==> src/rtl/iguana_padmux.sv <==
// iguana_padmux: register-configurable pad multiplexer.
// Routes NumFuncs peripheral functions onto NumPads shared pads.
// Converts active-high function output enables into active-low pad output enables.
// Synchronises each pad input and can optionally debounce it.
//
// Ports
//   clk_i, rst_ni        system clock, asynchronous active-low reset
//   reg_req_i/reg_rsp_o  config register port (always ready, combinational response)
//   func_o_i, func_oe_i  per-function pad output value / active-high output enable
//   func_i_o             per-function input value (0 unless the pad selects that function)
//   pad_i                raw asynchronous pad input
//   pad_o, pad_oe_no     pad output value / active-low pad output enable
//
// Configuration macro: IGUANA_PADMUX_LOCK_EN
//   Defined: LOCK (0x104) is write-1-sticky and blocks CFG/DBNC_LIMIT writes.
//   Undefined: 0x104 reads 0 and ignores writes.

package iguana_padmux_pkg;
    typedef struct packed {
        logic        valid;
        logic        write;
        logic [31:0] addr;
        logic [31:0] wdata;
        logic [3:0]  wstrb;
    } reg_req_t;

    typedef struct packed {
        logic        ready;
        logic [31:0] rdata;
        logic        error;
    } reg_rsp_t;
endpackage

module iguana_padmux #(
    parameter int unsigned NumPads  = 32,
    parameter int unsigned NumFuncs = 4,
    parameter int unsigned CntWidth = 8,
    parameter type reg_req_t = iguana_padmux_pkg::reg_req_t,
    parameter type reg_rsp_t = iguana_padmux_pkg::reg_rsp_t
) (
    input  logic                               clk_i,
    input  logic                               rst_ni,
    input  reg_req_t                           reg_req_i,
    output reg_rsp_t                           reg_rsp_o,
    input  logic [NumFuncs-1:0][NumPads-1:0]   func_o_i,
    input  logic [NumFuncs-1:0][NumPads-1:0]   func_oe_i,
    output logic [NumFuncs-1:0][NumPads-1:0]   func_i_o,
    input  logic [NumPads-1:0]                 pad_i,
    output logic [NumPads-1:0]                 pad_o,
    output logic [NumPads-1:0]                 pad_oe_no
);

    localparam logic [4:0] NumFuncsW = 5'(NumFuncs);

    logic [CntWidth-1:0] limit_q;
    logic                lock;
    logic                cfg_wr, limit_wr, lock_wr;
    logic [5:0]          cfg_idx;
    logic [31:0]         wmask;
    logic [31:0]         pad_in_word;
    logic [NumPads-1:0]  sync_q;
    // Padded to 64 entries so the 6-bit address field indexes it exactly.
    logic [63:0][8:0]    cfg_word;

    assign cfg_idx = reg_req_i.addr[7:2];
    assign wmask   = {{8{reg_req_i.wstrb[3]}}, {8{reg_req_i.wstrb[2]}},
                      {8{reg_req_i.wstrb[1]}}, {8{reg_req_i.wstrb[0]}}};

    // Register decode. Low two address bits are ignored.
    always_comb begin
        reg_rsp_o       = '0;
        reg_rsp_o.ready = 1'b1;
        cfg_wr          = 1'b0;
        limit_wr        = 1'b0;
        lock_wr         = 1'b0;
        if (reg_req_i.valid) begin
            if (reg_req_i.addr[11:8] == 4'h0) begin
                if (32'(cfg_idx) < NumPads) begin
                    if (reg_req_i.write) begin
                        if (lock) reg_rsp_o.error = 1'b1;
                        else      cfg_wr          = 1'b1;
                    end else begin
                        reg_rsp_o.rdata = {23'b0, cfg_word[cfg_idx]};
                    end
                end else begin
                    reg_rsp_o.error = 1'b1;
                end
            end else begin
                case (reg_req_i.addr[11:2])
                    10'h040: begin
                        if (reg_req_i.write) begin
                            if (lock) reg_rsp_o.error = 1'b1;
                            else      limit_wr        = 1'b1;
                        end else begin
                            reg_rsp_o.rdata = 32'(limit_q);
                        end
                    end
                    10'h041: begin
                        if (reg_req_i.write) lock_wr         = 1'b1;
                        else                 reg_rsp_o.rdata = {31'b0, lock};
                    end
                    10'h042: begin
                        if (reg_req_i.write) reg_rsp_o.error = 1'b1;
                        else                 reg_rsp_o.rdata = pad_in_word;
                    end
                    default: reg_rsp_o.error = 1'b1;
                endcase
            end
        end
    end

    always_ff @(posedge clk_i or negedge rst_ni) begin
        if (!rst_ni) begin
            limit_q <= '1;
        end else if (limit_wr) begin
            limit_q <= (limit_q & ~wmask[CntWidth-1:0]) |
                       (reg_req_i.wdata[CntWidth-1:0] & wmask[CntWidth-1:0]);
        end
    end

`ifdef IGUANA_PADMUX_LOCK_EN
    logic lock_q;
    always_ff @(posedge clk_i or negedge rst_ni) begin
        if (!rst_ni) begin
            lock_q <= 1'b0;
        end else if (lock_wr && reg_req_i.wstrb[0] && reg_req_i.wdata[0]) begin
            lock_q <= 1'b1;
        end
    end
    assign lock = lock_q;
`else
    assign lock = 1'b0;
`endif

    for (genvar i = 0; i < 32; i++) begin : g_pad_in
        if (i < NumPads) begin : g_real
            assign pad_in_word[i] = sync_q[i];
        end else begin : g_zero
            assign pad_in_word[i] = 1'b0;
        end
    end

    for (genvar p = 0; p < 64; p++) begin : g_cfg_word
        if (p >= NumPads) begin : g_zero
            assign cfg_word[p] = '0;
        end
    end

    for (genvar p = 0; p < NumPads; p++) begin : g_pad
        logic [3:0]          sel_r;
        logic                dbnc_en_r, sync1_r, sync2_r, filt_r, filtered, legal;
        logic [CntWidth-1:0] cnt_r;
        logic [15:0]         col_o, col_oe;

        always_ff @(posedge clk_i or negedge rst_ni) begin
            if (!rst_ni) begin
                sel_r     <= '0;
                dbnc_en_r <= 1'b0;
            end else if (cfg_wr && cfg_idx == 6'(p)) begin
                if (reg_req_i.wstrb[0]) sel_r     <= reg_req_i.wdata[3:0];
                if (reg_req_i.wstrb[1]) dbnc_en_r <= reg_req_i.wdata[8];
            end
        end

        // The >= compare means a lowered limit releases a running count at once.
        // The counter therefore never exceeds the limit.
        always_ff @(posedge clk_i or negedge rst_ni) begin
            if (!rst_ni) begin
                sync1_r <= 1'b0;
                sync2_r <= 1'b0;
                filt_r  <= 1'b0;
                cnt_r   <= '0;
            end else begin
                sync1_r <= pad_i[p];
                sync2_r <= sync1_r;
                if (!dbnc_en_r) begin
                    cnt_r  <= '0;
                    filt_r <= sync2_r;
                end else if (sync2_r == filt_r) begin
                    cnt_r  <= '0;
                end else if (cnt_r >= limit_q) begin
                    filt_r <= sync2_r;
                    cnt_r  <= '0;
                end else begin
                    cnt_r  <= cnt_r + CntWidth'(1);
                end
            end
        end

        assign filtered    = dbnc_en_r ? filt_r : sync2_r;
        assign legal       = {1'b0, sel_r} < NumFuncsW;
        assign sync_q[p]   = sync2_r;
        assign cfg_word[p] = {dbnc_en_r, 4'b0, sel_r};

        for (genvar f = 0; f < 16; f++) begin : g_col
            if (f < NumFuncs) begin : g_real
                assign col_o[f]  = func_o_i[f][p];
                assign col_oe[f] = func_oe_i[f][p];
            end else begin : g_zero
                assign col_o[f]  = 1'b0;
                assign col_oe[f] = 1'b0;
            end
        end

        // Illegal select tristates the pad.
        assign pad_o[p]     = legal & col_o[sel_r];
        assign pad_oe_no[p] = ~(legal & col_oe[sel_r]);

        for (genvar f = 0; f < NumFuncs; f++) begin : g_fin
            assign func_i_o[f][p] = (sel_r == 4'(f)) & filtered;
        end
    end

    // Address/data bits outside the decoded fields are intentionally ignored.
    logic unused_bits;
    assign unused_bits = ^{reg_req_i, wmask, lock_wr};

endmodule
==> config.mk <==
export PLATFORM = sky130hd
export DESIGN_NAME = iguana_padmux
export DESIGN_NICKNAME = d
export VERILOG_FILES = /design/src/rtl/iguana_padmux.sv
export SDC_FILE = /design/constraint.sdc
export NUM_CORES = 1
export LEC_CHECK = 0
export ABC_AREA = 1
export BUFFER_PORTS_ARGS = -buffer_cell sky130_fd_sc_hd__buf_2
export CAP_MARGIN = 15
export CELL_PAD_IN_SITES_DETAIL_PLACEMENT = 1
export CELL_PAD_IN_SITES_GLOBAL_PLACEMENT = 1
export CORE_ASPECT_RATIO = 0.75
export CORE_MARGIN = 2
export CORE_UTILIZATION = 42
export CTS_CLUSTER_SIZE = 40
export DETAILED_ROUTE_END_ITERATION = 6
export PLACE_DENSITY = 0.89
export SYNTH_ARGS = -nofsm -noshare
export SYNTH_HDL_FRONTEND = slang
export SYNTH_SLANG_ARGS = --single-unit
==> constraint.sdc <==
create_clock -name clk_i -period 3.1 [get_ports clk_i]
set_input_delay 0.465 -clock clk_i [delete_from_list [all_inputs] [get_ports clk_i]]
set_output_delay 0.465 -clock clk_i [all_outputs]
set_load 0.02 [all_outputs]
* Yosys cells after proc, flatten, opt, wreduce, memory -nomap -nowiden *
Cells that the tools add are included.

storage, ports and cells
  register bits = 520
  input bits = 360
  output and inout bits = 226
  word-level logic and storage cells = 1310

cells by class
  add/subtract/negate cells = 32
  $lt $le $gt $ge = 98
  equality and inequality tests = 226
  multiplexer cells = 370
  bitwise operators = 228
  reductions and logical operators = 163

operators by type and width
  cell                                                                      count
  8-bit 2-to-1 mux                                                          97
  8-bit by 1-bit adder with 8-bit output (second input constant)            32
  1-bit binary-select mux with 4-bit select                                 64
  4-bit by 2-bit equality test with 1-bit output (second input constant)    64
  8-bit >= comparator                                                       32
  1-bit 2-to-1 mux                                                          200
  1-bit AND                                                                 192
  2-bit AND reduction                                                       96
  4-bit by 5-bit < comparator with 1-bit output (second input constant)     32
  4-bit logical NOT                                                         33
  4-bit by 1-bit equality test with 1-bit output (second input constant)    32
  4-bit by 3-bit < comparator with 1-bit output (second input constant)     32
  6-bit by 5-bit equality test with 1-bit output (second input constant)    16
  33-bit 2-to-1 mux                                                         2
  2-bit by 1-bit inequality test with 1-bit output (second input constant)  32
  2-bit inequality test (second input constant)                             32
  32-bit one-hot mux with 2 select lines                                    1
  9-bit binary-select mux with 6-bit select                                 1
  6-bit by 4-bit equality test with 1-bit output (second input constant)    8
  1-bit equality test                                                       32
  1-bit logical AND                                                         32
  32-bit 2-to-1 mux                                                         1
  1-bit NOT                                                                 32
  10-bit by 7-bit equality test with 1-bit output (second input constant)   3
  12 further kinds                                                          19

* Depth between registers and ports, before layout *
Gate-level depths: netlist (run 1).

  depth in word-level cells = 6
  gate-level depth with buffers = 13
  gate-level depth less buffers = 11

* Worst setup path before layout (run 1) *
OpenSTA, ideal clock, no wires.

  path type = input to output
  start = input reg_req_i[38] in the netlist's numbering
  end = output reg_rsp_o[8] in the netlist's numbering
  data arrival time = 1787 ps
  required time = 2635 ps
  slack = 848 ps
  stages on the path = 11
  buffers on the path = 2
  path through = buf_2 inv_2 nand2_1 inv_2 nand2_1 inv_2 nand2_2 inv_2 buf_2 nand2_1 a21oi_1

RTL lines
  element      line  source
  from (decl)  43    input reg_req_t reg_req_i,
  to (decl)    44    output reg_rsp_t reg_rsp_o,

==> flow_summary_export.csv, run 1 <==
group,metric,value,unit
power,power,15100,µW
critical_path,timing.rr.end,"g_pad[14].cnt_r[0]$_DFF_PN0_",
synth,ys_top_cells_by_count,"783 x nand2_1, 512 x dfrtp_1, 327 x nor3_1",
die,core_area,75400,µm²
route,drt-total-wl,128000,µm
timing,final_max_slew_viol_count,0,
power,peakVddDrop,0.000492,V
clock_network,cts.sinks,520,
synth,yosysTopAreaCellShare,0.399,
timing,rsz0062_at_grt,"true",
timing,min_period_over_period,0.983,
synth,synthAdderAreaFrac,0.112,
die,die_area,78700,µm²
route,routedWlPerCell,22.9,µm
timing,tightest_slew,1.12,ns
synth,synth_top_family_by_area,"simple AND/OR/NAND/NOR gates",
power,p_int,11100,µW
route,drt_iter0_drc,2512,
global_routing,grt_use_total,0.318,
critical_path,crit_arrival,2.58,ns
timing,hold_violations,0,
critical_path,critPathTopFamily,"compound AO/OA/AOI/OAI gates",
hold_path,hold_start,"pad_i[7]",
synth,synth-xor-area-share,0.0523,
final_layout,area_growth_syn_to_layout,19.8,%
synth,ys_types,47,
hold_path,hold_path_end,"g_pad[7].sync1_r$_DFF_PN0_",
placement,routabilityCongestion,0.908,
critical_path,regToRegSetupSlack,0.27,ns
route,dr.pass1.iters,5,
synth,synth_nets,4555,
power,share_comb_of_total_power,0.093,
clock_network,h-tree-depth,2,
power,seq_power_share,0.465,
timing,setup_ws,0.0520,ns
clock_network,clock_path_buffers,3,
timing,period_minus_slack,3.05,ns
synth,synth_edf_count,0,
synth,synth-warning-count,0,
die,die_h,244,µm
route,via_count,32600,
final_layout,fin_area,38500,µm²
die,io_pins,586,
global_routing,grt_pass1_wl,196000,µm
power,leakage,0.0184,µW
power,clkPwrFrac,0.443,
synth,synthSimpleGateAreaFrac,0.274,
power,p_sw_frac,0.265,
global_routing,antenna_found_initial,10,
clock_network,clk_pin_slew_worst_paths,0.06,ns
final_layout,fin_nets,5148,
clock_network,cts_root_buf,"clkbuf_16",
die,rows,87,
critical_path,slowest_delay,0.42,ns
critical_path,cp-start-kind,"input port",
synth,synth-compound-area-share,0.101,
die,dieWidth,323,µm
timing,fmax,328,MHz
synth,synth_most_common_cell,"nand2_1",
critical_path,critical_path_buf_inv_count,3,
critical_path,reg2reg_depth,10,
critical_path,critPathCaptureType,"primary output",
synth,ys_seq_area_frac,0.405,
die,start_util,0.426,
route,drc,0,
power,p_per_area,391,nW/µm²
critical_path,crit_type,"input port to primary output",
placement,place_hpwl,93800,µm
timing,fin_skew,0.0212,ns
clock_network,cts_tree,"yes",
placement,pre_cts_slack,0.136,ns
critical_path,cp_max_fo,7,
placement,dpl_cell_area,36300,µm²
synth,yosys-mux-area-fraction,0,
synth,postSynthCellCount,3907,
hold_path,whs_path_depth,1,
synth,synth_area,32100,µm²
synth,syn_area_per_cell,8.22,µm²
timing,setup_viol,0,
global_routing,grt_overflow_total,0,
critical_path,path_cells,"buf_2, nor2_2, nand4_1, inv_1, nand2_2, o21ai_0, o21ai_0, a21oi_1, buf_2",
synth,async_flop_share,1.00,
synth,ys_ff_latch,520,
final_layout,drive_gt1_frac,0.171,
critical_path,crit_slowest_cell,"a21oi_1",
global_routing,grt_pass1_vias,34200,
status,status,"finished, final reports clean",
power,p_sw,3990,µW
clock_network,cts_buffers,55,
synth,synth_area_leaders,"dfrtp_1 40%, ha_1 11%, nand2_1 9.1%",
hold_path,hp-class,"input port to flop",
timing,relSlewSlack,0.253,
critical_path,crit_required,2.63,ns
synth,synth_top_area_cell,"dfrtp_1",
global_routing,grt_start_max_net_pins,72,
job,cap_violations,0,
route,via_per_inst,5.84,
placement,io_buffer_count,537,
synth,synthFlopType,"dfrtp_1",
route,antenna_left,0,
clock_network,clkLatencyLatePin,0.62,ns
==> power by group through the flow <==
stage	Clock [µW]	Combinational (µW)	Sequential, µW
3_5_place_dp	0	1330	7120
3_3_place_gp	0	1290	7110
6_report	6670	1390	7000
2_1_floorplan	0	621	7070
4_1_cts	6730	1380	7000
5_1_grt	7010	1510	7000
==> worst max path at each step <==
stage                              startpoint            end  slack, ns  depth (start not counted)
2_1_floorplan                   reg_req_i[38]   reg_rsp_o[8]       0.85                         11
3_3_place_gp                    reg_req_i[39]   reg_rsp_o[9]       0.19                         12
3_5_place_dp                    reg_req_i[39]  reg_rsp_o[15]       0.14                         12
4_1_cts        g_pad[18].sel_r[0]$_DFFE_PN0P_   reg_rsp_o[1]       0.02                         12
5_1_grt        g_pad[18].sel_r[1]$_DFFE_PN0P_   reg_rsp_o[2]      -0.04                         12
6_report                        reg_req_i[47]   reg_rsp_o[3]       0.05                          9
==> final cells by class <==
type	count	area, µm²
fillers	9256	36900
repair buffers	648	3810
clock inverters	19	210
clock buffers	79	1550
well taps	1023	1280
inverters	322	1220
multi-input cells	2953	17400
flip-flops and latches	520	13000
diodes	6	15.0
==> placed cells by master, fill, tap and decap left out, types with 64 or more instances in the layout <==
master | synthesis | final
a21oi_1 | 146 | 146
buf_2 | 23 | 535
buf_4 | 5 | 64
dfrtp_1 | 512 | 504
ha_1 | 288 | 288
inv_1 | 313 | 299
nand2_1 | 783 | 782
nand3_1 | 240 | 240
nand4_1 | 118 | 118
nor2_1 | 307 | 307
nor3_1 | 327 | 327
o21ai_0 | 208 | 205
xnor2_1 | 93 | 93
xor2_1 | 99 | 99
==> per-layer routing <==
| metal | up-vias | routed length, µm | GRT usage |
|---|---|---|---|
| li1 | 14600 | - | - |
| met1 | 16200 | 51300 | 0.400 |
| met2 | 1280 | 61000 | 0.536 |
| met3 | 384 | 9310 | 0.0529 |
| met4 | 8 | 6150 | 0.139 |
| met5 | - | 44 | 0 |
==> timing repair <==
| action | in CTS | in global routing |
|---|---|---|
| pin swaps | 0 | 1 |
| hold buffers | 32 | 0 |
| resized for setup | 3 | 12 |
| buffers inserted | 0 | 6 |
| setup endpoints to repair | 2 | 6 |
| endpoints found under the hold margin | 88 | 0 |
==> metrics by stage <==
step | utilization | hold WS, ns | std cells | TNS [ns]
final | 0.510 | 0.0284 | 5570 | 0
after global routing | 0.510 | 0.00169 | 5566 | -0.0483
after CTS | 0.509 | 0.00476 | 5558 | 0
after detailed placement | 0.482 | 0.336 | 5428 | 0
after global placement | 0.482 | 0.332 | 5428 | 0
after floorplan | - | 0.169 | 3907 | 0
==> registers in the layout, indices dropped and copies added (netlist names), named ones only <==
name,cells
g_pad.cnt_r,256
g_pad.dbnc_en_r,32
g_pad.filt_r,32
g_pad.sel_r,128
g_pad.sync1_r,32
g_pad.sync2_r,32
==> cells by family after synthesis <==
logic type,after synthesis
AOI/OAI and AO/OA,564
xor gates and xnor gates,192
adders and majority gates,288
buffers and inverters,434
DFF,520
other,1
and+or+nand+nor,1908
Power figures use the tool's default switching activity.
==> inputs of run 2 (changes only) <==
==> constraint.sdc (replaced) <==
create_clock -name clk_i -period 3.1 [get_ports clk_i]
set_input_delay 0.465 -clock clk_i [delete_from_list [all_inputs] [get_ports clk_i]]
set_output_delay 0.465 -clock clk_i [all_outputs]
set_load 0.1 [all_outputs]
==> flow_summary_export.csv, run 2 (synthesis gave the netlist of run 1 again) <==
group,metric,value,unit
route,antenna_left,0,
placement,routabilityCongestion,0.887,
global_routing,grt_overflow_total,0,
clock_network,cts_root_buf,"clkbuf_16",
timing,final_max_slew_viol_count,0,
critical_path,crit_type,"flop to primary output",
die,core_area,75400,µm²
clock_network,cts_tree,"yes",
global_routing,antenna_found_initial,16,
die,die_area,78700,µm²
timing,rsz0062_at_grt,"true",
final_layout,drive_gt1_frac,0.212,
final_layout,fin_nets,5164,
timing,period_minus_slack,3.04,ns
final_layout,top_register,"g_pad.cnt_r",
final_layout,fin_area,40100,µm²
timing,fin_skew,0.0352,ns
clock_network,cts_buffers,56,
critical_path,critPathCaptureType,"primary output",
critical_path,cp_max_fo,7,
route,via_per_inst,5.90,
final_layout,multiInputGateArea,18100,µm²
timing,setup_viol,0,
hold_path,hp-class,"input port to flop",
die,start_util,0.426,
global_routing,grt_pass1_wl,199000,µm
die,dieWidth,323,µm
final_layout,final_common_cell,"nand2_1",
clock_network,cts.sinks,520,
route,via_count,33000,
clock_network,clock_path_buffers,3,
critical_path,crit_arrival,2.58,ns
timing,finalSetupTns,0,ns
global_routing,grt_start_max_net_pins,88,
final_layout,largest_reg_flops,256,
die,die_h,244,µm
power,peakVddDrop,0.000461,V
final_layout,final-seq-area,13000,µm²
final_layout,fillCellCount,9113,
status,status,"finished, final reports clean",
global_routing,grt_pass1_vias,34500,
route,drt-total-wl,131000,µm
timing,relSlewSlack,0.225,
placement,place_hpwl,94100,µm
route,dr.pass1.iters,6,
placement,io_buffer_count,537,
timing,tightest_slew,1.16,ns
timing,fmax,329,MHz
timing,min_period_over_period,0.981,
final_layout,area_growth_syn_to_layout,24.8,%
final_layout,final_cell_mix,"782 x nand2_1, 505 x buf_2, 501 x dfrtp_1",
job,cap_violations,0,
placement,dpl_cell_area,37600,µm²
clock_network,clkLatencyLatePin,0.65,ns
route,drc,0,
power,p_per_area,408,nW/µm²
timing,hold_violations,0,
critical_path,cp-start-kind,"flop",
global_routing,grt_use_total,0.324,
power,leakage,0.0189,µW
clock_network,clk_pin_slew_worst_paths,0.07,ns
route,drt_iter0_drc,2632,
critical_path,crit_required,2.63,ns
die,rows,87,
die,io_pins,586,
clock_network,h-tree-depth,2,
final_layout,top_regs,"g_pad.cnt_r (256), g_pad.sel_r (128)",
route,routedWlPerCell,23.3,µm
run 2: path summary, 6_finish.rpt:
path,endpoint,cells past startpoint,from,slack (ns)
hold reg to reg,g_pad[3].sync2_r$_DFF_PN0_,0,g_pad[3].sync1_r$_DFF_PN0_,0.35
hold / removal,flop,3,reg_req_i[10],0.05
min in group asynchronous,g_pad[14].cnt_r[7]$_DFF_PN0_,2,rst_ni,0.45
setup / recovery,pad_o[16],6,g_pad[16].sel_r[0]$_DFFE_PN0P_,0.06
max in group asynchronous,g_pad[18].sel_r[0]$_DFFE_PN0P_,3,rst_ni,1.70
setup reg to reg,g_pad[10].filt_r$_DFFE_PN0P_,7,flop,0.41
run 2: layout make-up:
cell class / instances / area share
Timing Repair Buffer: 663 / 0.110
Inverter: 322 / 0.0305
Antenna cell: 7 / 0.000437
Sequential cell: 520 / 0.325
Multi-Input combinational cell: 2953 / 0.453
Clock inverter: 26 / 0.00921
Clock buffer: 78 / 0.0406
Tap cell: 1023 / 0.0319
run 2: where the power goes:
part           leakage (µW)  switching [µW]  internal (µW)
sequential          0.00698             111           6880
clock              0.000991            3080           4400
combinational        0.0109            1390            478
total                0.0189            4570          11800
run 2: worst max-delay path, cell delays in order (launching register included):
cell	delay, ns
dfrtp_1	0.33
buf_4	0.19
clkinvlp_4	0.17
nor2_1	0.31
a221oi_1	0.20
nor3_2	0.33
clkbuf_4	0.42
run 2: stage by stage:
stage | util | std cells | total power (µW) | hold slack (ns) | worst slack (ns)
CTS | 0.530 | 5577 | 16300 | 0.0369 | 0.00620
global route | 0.531 | 5587 | 16800 | 0.0622 | -0.00537
global placement | 0.499 | 5440 | 8850 | 0.332 | 0.262
detailed placement | 0.499 | 5440 | 8910 | 0.336 | 0.230
floorplan | - | 3907 | 8180 | 0.169 | -0.506
finish | 0.531 | 5592 | 16300 | 0.0504 | 0.0580
run 2: per-layer routing:
metal	vias up	GRT usage	wire length [µm]
li1	14700	-	-
met3	396	0.0639	10800
met4	14	0.137	5630
met1	16500	0.421	53600
met5	-	0	81
met2	1437	0.524	60500
run 2: repair_timing:
item / CTS / global route
resized for setup: 10 / 17
pin swaps: 0 / 0
hold buffers: 33 / 0
endpoints found under the setup margin: 2 / 4
endpoints found under the hold margin: 100 / 0
setup buffers: 0 / 8
